`src/rtl/prio_arbiter_n_if.sv`:
```
// Request/grant bundle between N requesters and the arbiter owning a shared resource.
// Requester side drives req/ack; arbiter side drives the registered grant and req_pending.
interface prio_arbiter_n_if #(
    parameter int N     = 8,
    parameter int IDX_W = 3
);
    // Handshake: a requester holds req[i] until served. Once gnt_valid=1 the grant is
    // frozen until the owner pulses ack for one cycle; ack has no effect while gnt_valid=0.
    logic [N-1:0]     req;
    logic             ack;
    logic             gnt_valid;
    logic [IDX_W-1:0] gnt_idx;
    logic [N-1:0]     gnt_onehot;
    logic             req_pending;

    modport master (
        output req, ack,
        input  gnt_valid, gnt_idx, gnt_onehot, req_pending
    );

    modport slave (
        input  req, ack,
        output gnt_valid, gnt_idx, gnt_onehot, req_pending
    );
endinterface

```
`src/rtl/prio_arbiter_n.sv`:
```
// Registered N-input arbiter: grant held until ack, back-to-back re-arbitration on ack.
// Define ROUND_ROBIN_EN for rotating priority; default is fixed (highest index wins).
module prio_arbiter_n #(
    parameter int N     = 8,
    parameter int IDX_W = 3
) (
    input  logic             clk,
    input  logic             rst_n,
    prio_arbiter_n_if.slave  bus,
    output logic             state_dbg,
    output logic [IDX_W-1:0] last_idx_dbg
);
    typedef enum logic {IDLE = 1'b0, GRANT = 1'b1} state_t;

    state_t           state, state_nxt;
    logic [IDX_W-1:0] gnt_idx, idx_nxt;
    logic [N-1:0]     gnt_onehot, oh_nxt;
    logic [IDX_W-1:0] last_idx, last_nxt;
    logic [N-1:0]     arb_in;
    logic [IDX_W-1:0] winner;
    logic             load;

    function automatic logic [IDX_W-1:0] highest_set(input logic [N-1:0] v);
        logic [IDX_W-1:0] h;
        h = '0;
        for (int i = 0; i < N; i++) begin
            if (v[i]) h = IDX_W'(i);
        end
        return h;
    endfunction

    // In IDLE the whole request vector competes; on ack the current owner is masked out.
    assign arb_in = (state == IDLE) ? bus.req : (bus.req & ~gnt_onehot);

`ifdef ROUND_ROBIN_EN
    // Rotate so bit m holds requester (last_idx+m) mod N; the highest m is then the
    // first hit of the search last_idx-1, last_idx-2, ... wrapping down to last_idx.
    logic [2*N-1:0]   dbl_shift;
    logic [IDX_W-1:0] rot_pos;
    logic [IDX_W:0]   rot_sum;

    always_comb begin
        dbl_shift = {arb_in, arb_in} >> last_idx;
        rot_pos   = highest_set(dbl_shift[N-1:0]);
        rot_sum   = {1'b0, last_idx} + {1'b0, rot_pos};
        if (rot_sum >= (IDX_W+1)'(N)) rot_sum = rot_sum - (IDX_W+1)'(N);
        winner    = rot_sum[IDX_W-1:0];
    end
`else
    assign winner = highest_set(arb_in);
`endif

    always_comb begin
        state_nxt = state;
        idx_nxt   = gnt_idx;
        oh_nxt    = gnt_onehot;
        last_nxt  = last_idx;
        load      = 1'b0;
        case (state)
            IDLE: begin
                if (|bus.req) begin
                    load      = 1'b1;
                    state_nxt = GRANT;
                end
            end
            GRANT: begin
                if (bus.ack) begin
                    if (|arb_in) begin
                        load = 1'b1;
                    end else begin
                        state_nxt = IDLE;
                        oh_nxt    = '0;
                    end
                end
            end
            default: state_nxt = IDLE;
        endcase
        if (load) begin
            idx_nxt         = winner;
            oh_nxt          = '0;
            oh_nxt[winner]  = 1'b1;
            last_nxt        = winner;
        end
    end

    always_ff @(posedge clk or negedge rst_n) begin
        if (!rst_n) begin
            state      <= IDLE;
            gnt_idx    <= '0;
            gnt_onehot <= '0;
            last_idx   <= '0;
        end else begin
            state      <= state_nxt;
            gnt_idx    <= idx_nxt;
            gnt_onehot <= oh_nxt;
            last_idx   <= last_nxt;
        end
    end

    assign bus.gnt_valid   = (state == GRANT);
    assign bus.gnt_idx     = gnt_idx;
    assign bus.gnt_onehot  = gnt_onehot;
    assign bus.req_pending = |bus.req;
    assign state_dbg       = (state == GRANT);
    assign last_idx_dbg    = last_idx;
endmodule
```
`src/flat_wrapper.sv`:
```
// flat-port wrapper written by rule: the top's interface ports become plain ports
module prio_arbiter_n_flat 
#(
    parameter int N     = 8,
    parameter int IDX_W = 3
)
  (clk, rst_n, state_dbg, last_idx_dbg, bus_req, bus_ack, bus_gnt_valid, bus_gnt_idx, bus_gnt_onehot, bus_req_pending);
  prio_arbiter_n_if #(.N(N), .IDX_W(IDX_W)) bus_i ();
  input  logic clk;
  input  logic rst_n;
  output logic state_dbg;
  output logic [IDX_W-1:0] last_idx_dbg;
  input wire logic [$bits(bus_i.req)-1:0] bus_req;
  input wire logic [$bits(bus_i.ack)-1:0] bus_ack;
  output wire logic [$bits(bus_i.gnt_valid)-1:0] bus_gnt_valid;
  output wire logic [$bits(bus_i.gnt_idx)-1:0] bus_gnt_idx;
  output wire logic [$bits(bus_i.gnt_onehot)-1:0] bus_gnt_onehot;
  output wire logic [$bits(bus_i.req_pending)-1:0] bus_req_pending;
  assign bus_i.req = bus_req;
  assign bus_i.ack = bus_ack;
  assign bus_gnt_valid = bus_i.gnt_valid;
  assign bus_gnt_idx = bus_i.gnt_idx;
  assign bus_gnt_onehot = bus_i.gnt_onehot;
  assign bus_req_pending = bus_i.req_pending;
  prio_arbiter_n #(.N(N), .IDX_W(IDX_W)) u_core (.clk(clk), .rst_n(rst_n), .bus(bus_i), .state_dbg(state_dbg), .last_idx_dbg(last_idx_dbg));
endmodule
```
`config.mk`:
```
export PLATFORM = sky130hd
export DESIGN_NAME = prio_arbiter_n_flat
export DESIGN_NICKNAME = d
export VERILOG_FILES = /design/src/rtl/prio_arbiter_n_if.sv /design/src/rtl/prio_arbiter_n.sv /design/src/flat_wrapper.sv
export SDC_FILE = /design/constraint.sdc
export NUM_CORES = 1
export LEC_CHECK = 0
export CAP_MARGIN = 30
export CORE_MARGIN = 2
export CORE_UTILIZATION = 43
export CTS_BUF_LIST = sky130_fd_sc_hd__clkbuf_2
export DETAILED_ROUTE_END_ITERATION = 16
export GPL_TIMING_DRIVEN = 0
export PLACE_DENSITY = 0.78
export RECOVER_POWER = 50
export SYNTH_ARGS = -nofsm -noshare
export SYNTH_HDL_FRONTEND = slang
export SYNTH_SLANG_ARGS = --single-unit
```
`constraint.sdc`:
```
create_clock -name clk -period 1.5 [get_ports clk]
set_clock_uncertainty 0.15 [all_clocks]
set_input_delay 0.3 -clock clk [delete_from_list [all_inputs] [get_ports clk]]
set_output_delay 0.3 -clock clk [all_outputs]
set_load 0.1 [all_outputs]
```
# == After elaboration in Yosys (flattened, before gate mapping) ==
# Index checks and enable logic that the tools add are counted.
# word_totals
reg_bits,12
latchBits,0
mem_bits_rw,0
romBits,0
in_bits,11
output_inout_bits,17
memories,0
# classes
n_addsub,0
mul,0
div,0
order_cmp,2
n_eq_ne,1
shifts,0
n_mux,20
n_bitwise,3
n_reduce_logical,6
# op_table
cell,count
two-way mux 8 bit,5
two-way mux 3 bit,6
OR reduction 8 bit,2
AND 8 bit,1
NOT 8 bit,1
two-way mux 1 bit,6
"less-than comparator 3 x 4 -> 1 bit, second input constant",1
case mux 1 bit (2 select lines),2
nonzero test 2 bit,2
demux 1 bit (select 3 bit),1
"greater-or-equal comparator 3 x 1 -> 1 bit, second input constant",1
AND reduction 3 bit,1
"!= test 2 x 1 -> 1 bit, second input constant",1
logical AND 1 bit,1
NOT 1 bit,1

# == Logic depth before layout (Yosys ltp) ==
# Gate-level depths: netlist (run 1).
# depth
ltp_word,15
depth_mapped,6
mapped_depth_nobuf,4

# == Least setup slack after synthesis (run 1) ==
# Ideal clock, no wire load.
# synth_timing
kind,register to register
startpoint,register u_core.state (netlist: u_core.bus.gnt_valid)
endpoint,register u_core.last_idx[0] (netlist: u_core.last_idx_dbg[0])
setup_time_ns,0.128
arrival_time_ns,2.120
setup_slack_ns,-0.898
path_stages_with_launch,5
n_path_buf,0
path_cell_list,dfrtp_1 a21boi_0 or2_1 o41ai_2 mux2_1
# synth_between
elab_chain_len,8
elab_cells_between_ends,13
classes_between,mux: 11; bitwise: 1; reduce/logical: 1
# synth_lines
item,line_no,source
from (decl),prio_arbiter_n.sv:15,"state_t state, state_nxt;"
from (signal assigned),prio_arbiter_n.sv:93,state <= state_nxt;
two-way mux 8 bit,prio_arbiter_n.sv:33,assign arb_in = (state == IDLE) ? bus.req : (bus.req & ~gnt_onehot);
two-way mux 1 bit,prio_arbiter_n.sv:27,if (v[i]) h = IDX_W'(i);
two-way mux 3 bit (6 in a row),prio_arbiter_n.sv:27,
to (signal assigned),prio_arbiter_n.sv:96,last_idx <= last_nxt;
to (decl),prio_arbiter_n.sv:18,"logic [IDX_W-1:0] last_idx, last_nxt;"
# Several ways; a longest one is shown, not always the timed one.
# A chain may end at the register's enable or synchronous reset.

# == Worst setup path after layout (run 1) ==
# Same ends and word-level chain as after synthesis.

==> flow_metrics.tcl, run 1 <==
set metrics [dict create \
    critPathCaptureType "register" \
    core_area_sq_um 1940 \
    drive_above_1_share_pct 79.7 \
    rr_startpoint "u_core.bus.gnt_valid" \
    stdcell_count 160 \
    syn_to_final_growth_pct 83.7 \
    p_leak_nw 0.715 \
    insertion_delay_ps 300 \
    nets 145 \
    crit_fanout 4 \
    async_flop_share_pct 100 \
    numCtsBuffers 3 \
    fmax_ghz 0.546 \
    synth_edf_count 0 \
    firstDrtPassIters 4 \
    layout_setup_ws_ps -333 \
    fin_crit_ps 1830 \
    viasPerCell 5.56 \
    ys_seq_area_share_pct 34.3 \
    syn_nets 88 \
    drc 0 \
    dp_slack_ps -1260 \
    critical_path_required_ps 1520 \
    antenna_found_initial 0 \
    io_buffers 27 \
    postRouteAntennaNets 0 \
    irDropWorstVdd_v 0.000970 \
    die_w_um 49.1 \
    hpwl_um 1590 \
    syn-cell-area_sq_um 876 \
    clk_path_buf_depth 2 \
    r2r_setup_slack_ps -330 \
    start_kind "register" \
    die_area_sq_um 2410 \
    worst_pin_slew_ps 569 \
    start_util_pct 45.1 \
    rsz0062_at_grt "true" \
    final-setup-viol-count 15 \
    final_cell_mix "26 x buf_4, 15 x buf_6, 10 x clkbuf_2" \
    critical_path_class "reg -> reg" \
    power_density_nw_per_um2 879 \
    place_congestion 0.772 \
    worstReg2RegEnd "u_core.last_idx_dbg[0]" \
    worstPathArrival_ps 1850 \
    synth_cells 77 \
    die_h_um 49.1 \
    drt-total-wl_um 3110 \
    rows 16 \
    synthFlopType "dfrtp_1" \
    dr.first_iter.drc_count 24 \
    synth_area_per_cell_sq_um 11.4 \
    slew_headroom_pct 62.0 \
    ys_warn_count 0 \
    reg2reg_depth 5 \
    htree_levels 1 \
    hp-class "in -> async" \
    grt_pass1_vias 826 \
    holdWs_ps 258 \
    grt_max_degree 13 \
    status "finished, violations left" \
    finalHoldViolations 0 \
    postCtsHoldBufs 0 \
    maxCapViolCount 0 \
    dr_total_vias 889 \
    slew_viol_final 0 \
    dp_cells 131 \
    layout_commonest_cell "buf_4" \
    clk_pin_slew_ps 150 \
    globalRouteOverflowTotal 0 \
    cts_root_buf "clkbuf_2" \
    cts_sinks 12 \
    ys_types 38 \
    ys_ff_latch 12 \
    grt_usage_pct 21.7 \
    ios 28 \
    fin_crit_sh_pct 122 \
    avgRoutedWirePerCell_um 19.4 \
    violations "negative setup slack" \
    diodes 0 \
    grt_pass1_wl_um 4000 \
    cts_tree "built" \
]
-- layer usage --
metal  vias to the layer above  global-route usage [%]  share of wire, %
met2                        37                    36.9                53
met5                         -                       0                 0
met1                       436                    29.3                40
met4                         0                    4.76               2.0
li1                        409                       -                 -
met3                         7                    2.76               4.4
-- cells by family after synthesis --
kind of cell	share of synthesized area (%)
AND/OR/NAND/NOR	20.0
multiplexers	1.29
AO/OA/AOI/OAI	36.7
buffers and inverters	7.71
flip-flops	34.3
-- area by class of cell --
cell class	count	area, sq um
fillers	105	333
clock buffers	4	20.0
repair buffers	53	522
multi-input cells	55	639
well taps	27	33.8
plain buffers	5	52.6
flip-flops and latches	12	327
inverters	4	15.0
-- stage by stage --
| stage | TNS [ps] | instance area (sq um) | power (mW) | util (%) |
|---|---|---|---|---|
| 3_5_place_dp | -16320 | 1230 | 1.05 | 63.1 |
| 2_1_floorplan | -3690 | 922 | 0.884 | - |
| 3_3_place_gp | -16080 | 1230 | 1.04 | 63.1 |
| 6_report | -3650 | 1610 | 1.41 | 82.9 |
| 5_1_grt | -4330 | 1610 | 1.46 | 82.9 |
| 4_1_cts | -2570 | 1370 | 1.26 | 70.7 |
-- power by group --
group	leakage, nW	internal (mW)	switching [mW]	total [mW]
clock network	0.0166	0.0706	0.124	0.195
registers	0.135	0.361	0.0419	0.403
logic	0.562	0.286	0.531	0.816
total	0.715	0.718	0.697	1.41
-- state kept, by name, indices dropped and copies added (netlist names) --
signal and cells:
u_core.bus.gnt_onehot 8, u_core.bus.gnt_valid 1, u_core.last_idx_dbg 3
-- Yosys cell counts, types with 2 or more instances --
master | count | area, sq um
dfrtp_1 | 12 | 300
nand2_1 | 8 | 30.0
a22o_2 | 4 | 40.0
buf_4 | 4 | 30.0
nor2_1 | 4 | 15.0
inv_1 | 3 | 11.3
o41ai_2 | 3 | 48.8
a21bo_1 | 2 | 20.0
a21boi_1 | 2 | 15.0
a22o_1 | 2 | 17.5
buf_6 | 2 | 22.5
nor2_4 | 2 | 22.5
o21ai_0 | 2 | 10.0
o221ai_2 | 2 | 30.0
or2b_1 | 2 | 15.0
-- critical path, cell delays in order, from the launching register on --
cell and delay [ps]:
dfrtp_4 470, buf_6 110, buf_6 100, o221ai_4 150
o41ai_4 410, mux2_4 340
-- timing repair --
item,CTS,global route
pin swaps,9,18
resized for setup,134,47
endpoints found under the setup margin,29,22
buffers inserted,9,17
-- worst max path at each step --
stage / from / end / slack, ps / cells after the start
floorplan: u_core.bus.gnt_valid / u_core.last_idx_dbg[0] / -390 / 4
global placement: bus_req[3] / bus_req_pending / -1260 / 4
detailed placement: bus_req[3] / bus_req_pending / -1260 / 4
CTS: u_core.bus.gnt_valid / u_core.last_idx_dbg[0] / -310 / 4
global route: u_core.bus.gnt_valid / u_core.last_idx_dbg[0] / -370 / 5
finish: u_core.bus.gnt_valid / u_core.last_idx_dbg[0] / -330 / 5
(Power assumes the default switching activity.)
==> inputs of run 2 (changes only) <==
--- a/config.mk
+++ b/config.mk
@@ -5,7 +5,6 @@
 export SDC_FILE = /design/constraint.sdc
 export NUM_CORES = 1
 export LEC_CHECK = 0
-export CAP_MARGIN = 30
 export CORE_MARGIN = 2
 export CORE_UTILIZATION = 43
 export CTS_BUF_LIST = sky130_fd_sc_hd__clkbuf_2
==> results of run 2 <==
Final layout, timing and power as in run 1 (identical DEF).
